File: config.mk
export PLATFORM = sky130hd
export DESIGN_NAME = uart_rx
export DESIGN_NICKNAME = d
export VERILOG_FILES = /design/src/rtl/uart_pkg.sv /design/src/rtl/sync_2ff.sv /design/src/rtl/uart_rx.sv
export SDC_FILE = /design/constraint.sdc
export NUM_CORES = 1
export LEC_CHECK = 0
export ABC_AREA = 0
export CAP_MARGIN = 10
export CORE_MARGIN = 2
export CORE_UTILIZATION = 25
export CTS_CLUSTER_DIAMETER = 40
export CTS_CLUSTER_SIZE = 25
export DETAILED_ROUTE_END_ITERATION = 12
export MAX_ROUTING_LAYER = met4
export PLACE_DENSITY_LB_ADDON = 0.1
export SYNTH_ARGS = -nofsm -noshare
export SYNTH_HDL_FRONTEND = slang
export SYNTH_SLANG_ARGS = --single-unit
export TNS_END_PERCENT = 5
File: constraint.sdc
create_clock -name clk -period 5.5 [get_ports clk]
set_input_delay 1.1 -clock clk [delete_from_list [all_inputs] [get_ports clk]]
set_output_delay 1.1 -clock clk [all_outputs]
set_load 0.02 [all_outputs]
File: src/rtl/uart_pkg.sv
// Shared UART definitions: receiver/transmitter FSM states and default framing constants.
package uart_pkg;

  localparam int unsigned UART_OVERSAMPLE = 16;
  localparam int unsigned UART_DBIT       = 8;

  typedef enum logic [2:0] {
    StIdle,
    StStart,
    StData,
    StParity,
    StStop
  } uart_state_e;

endpackage

File: src/rtl/sync_2ff.sv
// Two-flop synchroniser for a single asynchronous level; both flops reset to 1 (idle line).
module sync_2ff (
  input  logic clk,
  input  logic rst,
  input  logic d,
  output logic q
);

  logic [1:0] sync_q;

  always_ff @(posedge clk or negedge rst) begin
    if (!rst) begin
      sync_q <= 2'b11;
    end else begin
      sync_q <= {sync_q[0], d};
    end
  end

  assign q = sync_q[1];

endmodule

File: src/rtl/uart_rx.sv
// Oversampling UART receiver: start-bit glitch rejection, optional parity, stop-bit framing check.
module uart_rx
  import uart_pkg::*;
#(
  parameter int unsigned DBIT       = UART_DBIT,
  parameter int unsigned OVERSAMPLE = UART_OVERSAMPLE,
  parameter int unsigned SB_TICK    = 16
) (
  input  logic            clk,
  input  logic            rst,
  input  logic            s_tick,
  input  logic            rx,
  input  logic            parity_en,
  input  logic            parity_odd,
  output logic [DBIT-1:0] dout,
  output logic            rx_done,
  output logic            frame_err,
  output logic            parity_err,
  output logic            busy
);

  localparam int unsigned TW = $clog2(OVERSAMPLE * 2);
  localparam int unsigned BW = $clog2(DBIT + 1);

  localparam logic [TW-1:0] HalfLast = TW'(OVERSAMPLE / 2 - 1);
  localparam logic [TW-1:0] BitLast  = TW'(OVERSAMPLE - 1);
  localparam logic [TW-1:0] StopLast = TW'(SB_TICK - 1);
  localparam logic [BW-1:0] DataLast = BW'(DBIT - 1);

  logic rx_s;

  sync_2ff u_sync (
    .clk (clk),
    .rst (rst),
    .d   (rx),
    .q   (rx_s)
  );

  uart_state_e     state_q, state_d;
  logic [TW-1:0]   tick_q, tick_d;
  logic [BW-1:0]   bit_q, bit_d;
  logic [DBIT-1:0] shift_q, shift_d;
  logic            par_en_q, par_en_d;
  logic            par_odd_q, par_odd_d;
  logic            par_bit_q, par_bit_d;
  logic [DBIT-1:0] dout_q, dout_d;
  logic            frame_err_q, frame_err_d;
  logic            parity_err_q, parity_err_d;
  logic            rx_done_q, rx_done_d;

  always_ff @(posedge clk or negedge rst) begin
    if (!rst) begin
      state_q <= StIdle;
    end else begin
      state_q <= state_d;
    end
  end

  always_ff @(posedge clk or negedge rst) begin
    if (!rst) begin
      tick_q       <= '0;
      bit_q        <= '0;
      shift_q      <= '0;
      par_en_q     <= 1'b0;
      par_odd_q    <= 1'b0;
      par_bit_q    <= 1'b0;
      dout_q       <= '0;
      frame_err_q  <= 1'b0;
      parity_err_q <= 1'b0;
      rx_done_q    <= 1'b0;
    end else begin
      tick_q       <= tick_d;
      bit_q        <= bit_d;
      shift_q      <= shift_d;
      par_en_q     <= par_en_d;
      par_odd_q    <= par_odd_d;
      par_bit_q    <= par_bit_d;
      dout_q       <= dout_d;
      frame_err_q  <= frame_err_d;
      parity_err_q <= parity_err_d;
      rx_done_q    <= rx_done_d;
    end
  end

  // Only IDLE reacts without s_tick, so a start edge is caught in any clk cycle.
  always_comb begin
    state_d      = state_q;
    tick_d       = tick_q;
    bit_d        = bit_q;
    shift_d      = shift_q;
    par_en_d     = par_en_q;
    par_odd_d    = par_odd_q;
    par_bit_d    = par_bit_q;
    dout_d       = dout_q;
    frame_err_d  = frame_err_q;
    parity_err_d = parity_err_q;
    rx_done_d    = 1'b0;
    unique case (state_q)
      StIdle: begin
        if (!rx_s) begin
          state_d = StStart;
          tick_d  = '0;
        end
      end
      StStart: begin
        if (s_tick) begin
          if (tick_q == HalfLast) begin
            tick_d = '0;
            if (!rx_s) begin
              state_d   = StData;
              bit_d     = '0;
              par_en_d  = parity_en;
              par_odd_d = parity_odd;
            end else begin
              state_d = StIdle;
            end
          end else begin
            tick_d = tick_q + 1'b1;
          end
        end
      end
      StData: begin
        if (s_tick) begin
          if (tick_q == BitLast) begin
            tick_d  = '0;
            shift_d = {rx_s, shift_q[DBIT-1:1]};
            if (bit_q == DataLast) begin
              bit_d   = '0;
              state_d = par_en_q ? StParity : StStop;
            end else begin
              bit_d = bit_q + 1'b1;
            end
          end else begin
            tick_d = tick_q + 1'b1;
          end
        end
      end
      StParity: begin
        if (s_tick) begin
          if (tick_q == BitLast) begin
            tick_d    = '0;
            par_bit_d = rx_s;
            state_d   = StStop;
          end else begin
            tick_d = tick_q + 1'b1;
          end
        end
      end
      StStop: begin
        if (s_tick) begin
          if (tick_q == StopLast) begin
            tick_d       = '0;
            state_d      = StIdle;
            rx_done_d    = 1'b1;
            dout_d       = shift_q;
            frame_err_d  = ~rx_s;
            parity_err_d = par_en_q & ((^shift_q ^ par_bit_q) != par_odd_q);
          end else begin
            tick_d = tick_q + 1'b1;
          end
        end
      end
      default: state_d = StIdle;
    endcase
  end

  always_comb begin
    busy       = (state_q != StIdle);
    dout       = dout_q;
    rx_done    = rx_done_q;
    frame_err  = frame_err_q;
    parity_err = parity_err_q;
  end

endmodule

==> flow_metrics.env <==
export IMPL_synth_top_family_by_area="simple AND/OR/NAND/NOR gates"
export IMPL_grt_max_degree=37
export IMPL_async_reset_ff_frac=1.00
export IMPL_power_frac_seq=0.393
export IMPL_htree_levels=2
export IMPL_worstSetupPathType="flop to output port"
export IMPL_routed_wirelength_um=3730
export IMPL_fin_hold_ws_ns=0.358
export IMPL_tritoncts="yes"
export IMPL_syn_num_nets=170
export IMPL_crit_fanout=11
export IMPL_synth_seq_area_share=0.494
export IMPL_avgSynthCellArea_um2=11.4
export IMPL_clkPwrFrac=0.381
export IMPL_power_density_nw_per_um2=381
export IMPL_r2r_end="state_q[2]$_DFFE_PN0P_"
export IMPL_timing_critical_path_buf_inv=1
export IMPL_worstHoldEndpoint="u_sync.sync_q[1]$_DFF_PN1_"
export IMPL_die_area_um2=8020
export IMPL_peakVddDrop_mv=0.180
export IMPL_critPathSlowestCell="clkdlybuf4s50_1"
export IMPL_p_leak_uw=0.000976
export IMPL_clk_pin_slew_worst_paths_ns=0.07
export IMPL_drc=0
export IMPL_sw_frac_of_total=0.289
export IMPL_ys_warn_count=0
export IMPL_synth_cells=161
export IMPL_fin_setup_tns_ns=0
export IMPL_hold_depth=0
export IMPL_track_usage=0.109
export IMPL_cp_data_required_time_ns=4.40
export IMPL_synthesis_area_um2=1830
export IMPL_drive_above_1_share=0.249
export IMPL_synth_xor_area_frac=0.0478
export IMPL_synth_edff_count=0
export IMPL_synthAdderAreaFrac=0.0205
export IMPL_hold_start="u_sync.sync_q[0]$_DFF_PN1_"
export IMPL_reg2reg_depth=5
export IMPL_grt_antenna_before_repair=0
export IMPL_ios=18
export IMPL_finalWeightedCongestion=0.803
export IMPL_synth_compound_area_frac=0.116
export IMPL_finalCritPeriodShare=0.525
export IMPL_skew_ns=0.00672
export IMPL_power_switching_uw=247
export IMPL_cp_end_kind="output port"
export IMPL_vias_per_cell=4.54
export IMPL_grt_pass1_vias=1271
export IMPL_p_int_uw=609
export IMPL_grt_overflow=0
export IMPL_synth_distinct_cells=48
export IMPL_diodes=0
export IMPL_setup_viol_count_final=0
export IMPL_crit_path_max_incr_delay_ns=0.55
export IMPL_stdcell_count=280
export IMPL_io_buffers=17
export IMPL_drt_initial_drc_count=82
export IMPL_r2r_start="state_q[2]$_DFFE_PN0P_"
export IMPL_dp_hpwl_um=2670
export IMPL_root_buffer="clkbuf_8"
export IMPL_ys_seq_elements=36
export IMPL_fin_nets=189
export IMPL_crit_arrival_ns=1.79
export IMPL_report_final_hold_viol_count=0
export IMPL_worst_pin_slew_ns=0.829
export IMPL_die_w_um=89.6
export IMPL_initial_utilization=0.255
export IMPL_final_common_cell="dfrtp_1"
export IMPL_placed_cells=272
export IMPL_cp_top_family="buffers and inverters"
export IMPL_cts_made_buffers=5
export IMPL_clockBufferDepth=2
export IMPL_vias=1272
export IMPL_max_cap_viol_count=0
export IMPL_yosys_area_share_simple=0.167
export IMPL_hold_path_class="flop to flop"
export IMPL_dpl_worst_slack_ns=2.58
export IMPL_reg2reg_slack_ns=3.58
export IMPL_synth_main_ff_cell="dfrtp_1"
export IMPL_post_cts_resize_count=0
export IMPL_worstSkewPairLatency_ns=0.29
export IMPL_firstDrtPassIters=7
export IMPL_coreArea_um2=7180
export IMPL_pwr_share_comb=0.226
export IMPL_chipHeight_um=89.6
export IMPL_detail_route_antenna_nets=0
export IMPL_path_cells="or3_1, clkdlybuf4s50_1"
export IMPL_rsz0062_at_grt="no"
export IMPL_synthMuxAreaShare=0.125
export IMPL_grt_pass1_wl_um=6330
export IMPL_wire_per_inst_um=13.3
export IMPL_status="finished clean"
export IMPL_setup_ws_ns=2.61
export IMPL_post_cts_setup_buffer_count=0
export IMPL_mostFrequentLayoutCells="dfrtp_1, mux2_2, clkdlybuf4s50_1"
export IMPL_clock_fmax_mhz=346
export IMPL_clock_sinks=36
export IMPL_startpoint_type="flop"
export IMPL_holdBufCountCts=0
export IMPL_area_growth_synth_to_final_pct=22.6
export IMPL_rows=31
export IMPL_finalMaxSlewViolations=0
export IMPL_maxSlewHeadroom=0.447
export IMPL_period_needed_ns=2.89
## state kept, by name (all words and copies together) (netlist names)
name and cells:
shift_q 8, bit_q 4, par_bit_q 1, par_en_q 1, dout 8, par_odd_q 1, rx_done 1, frame_err 1
parity_err 1, state_q 3, tick_q 5, u_sync.sync_q 2
## metal layers
metal	up-vias	share of wire	routed length [um]	track usage
li1	620	-	-	-
met1	613	0.50	1880	0.149
met2	35	0.44	1630	0.153
met3	4	0.048	180	0.0283
met4	0	0.012	46	0.0475
met5	-	0	0	-
## worst reg2reg max path, delay by kind of cell, from the launching register on
kind / cells / cell delay [ns]
mux: 1 / 0.28
flops: 1 / 0.63
simple gates: 2 / 0.46
compound gates: 2 / 0.44
## kinds of logic after synthesis
| logic type | count (synthesis) |
|---|---|
| AND/OR/NAND/NOR | 51 |
| flip-flops | 36 |
| AO/OA/AOI/OAI | 31 |
| multiplexers | 20 |
| XOR/XNOR | 10 |
| buffers and inverters | 10 |
| adder cells (fa/ha/maj) | 3 |
## synth_stat cells, drive strengths merged (2+ instances only)
cell type / count / area share
or3: 3 / 0.013
xnor2: 10 / 0.048
buf: 3 / 0.015
o21ai: 9 / 0.025
nor2: 9 / 0.018
inv: 5 / 0.010
a21oi: 6 / 0.016
and2: 2 / 0.0096
ha: 3 / 0.021
nand2: 14 / 0.031
clkbuf: 2 / 0.0041
a211oi: 2 / 0.0082
nand3: 7 / 0.019
nor3: 4 / 0.011
mux2: 20 / 0.13
nand4: 2 / 0.0068
dfrtp: 34 / 0.46
o31ai: 2 / 0.0082
dfstp: 2 / 0.029
## power groups by stage
stage          Combinational [uW]  Clock, uW  Sequential (uW)
6_report                      194        326              336
5_1_grt                       216        346              344
4_1_cts                       195        336              336
3_5_place_dp                  194          0              342
3_3_place_gp                  191          0              341
2_1_floorplan                 177          0              315
## worst max path at each step
| stage | cells after the start | startpoint | slack (ns) | endpoint |
|---|---|---|---|---|
| finish | 2 | state_q[0]$_DFFE_PN0P_ | 2.61 | busy |
| global route | 2 | state_q[0]$_DFFE_PN0P_ | 2.51 | busy |
| CTS | 2 | state_q[0]$_DFFE_PN0P_ | 2.59 | busy |
| detailed placement | 6 | s_tick | 2.58 | state_q[2]$_DFFE_PN0P_ |
| global placement | 6 | s_tick | 2.64 | state_q[2]$_DFFE_PN0P_ |
| floorplan | 5 | s_tick | 3.21 | state_q[2]$_DFFE_PN0P_ |
## stage by stage
step / total power (uW) / utilization / instance area, um2
after detailed placement: 536 / 0.290 / 2080
after global placement: 532 / 0.290 / 2080
after floorplan: 492 / - / 1830
after global routing: 905 / 0.313 / 2240
after CTS: 867 / 0.313 / 2240
final: 856 / 0.313 / 2240
## area by class of cell
type / instances / area [um2]
fillers: 734 / 4930
clock buffers: 5 / 68.8
repair buffers: 17 / 165
inverters: 5 / 18.8
multi-input cells: 115 / 873
flip-flops and latches: 36 / 903
well taps: 99 / 124
clock inverters: 3 / 90.1
Note: power is estimated with default switching activity, not from simulation.
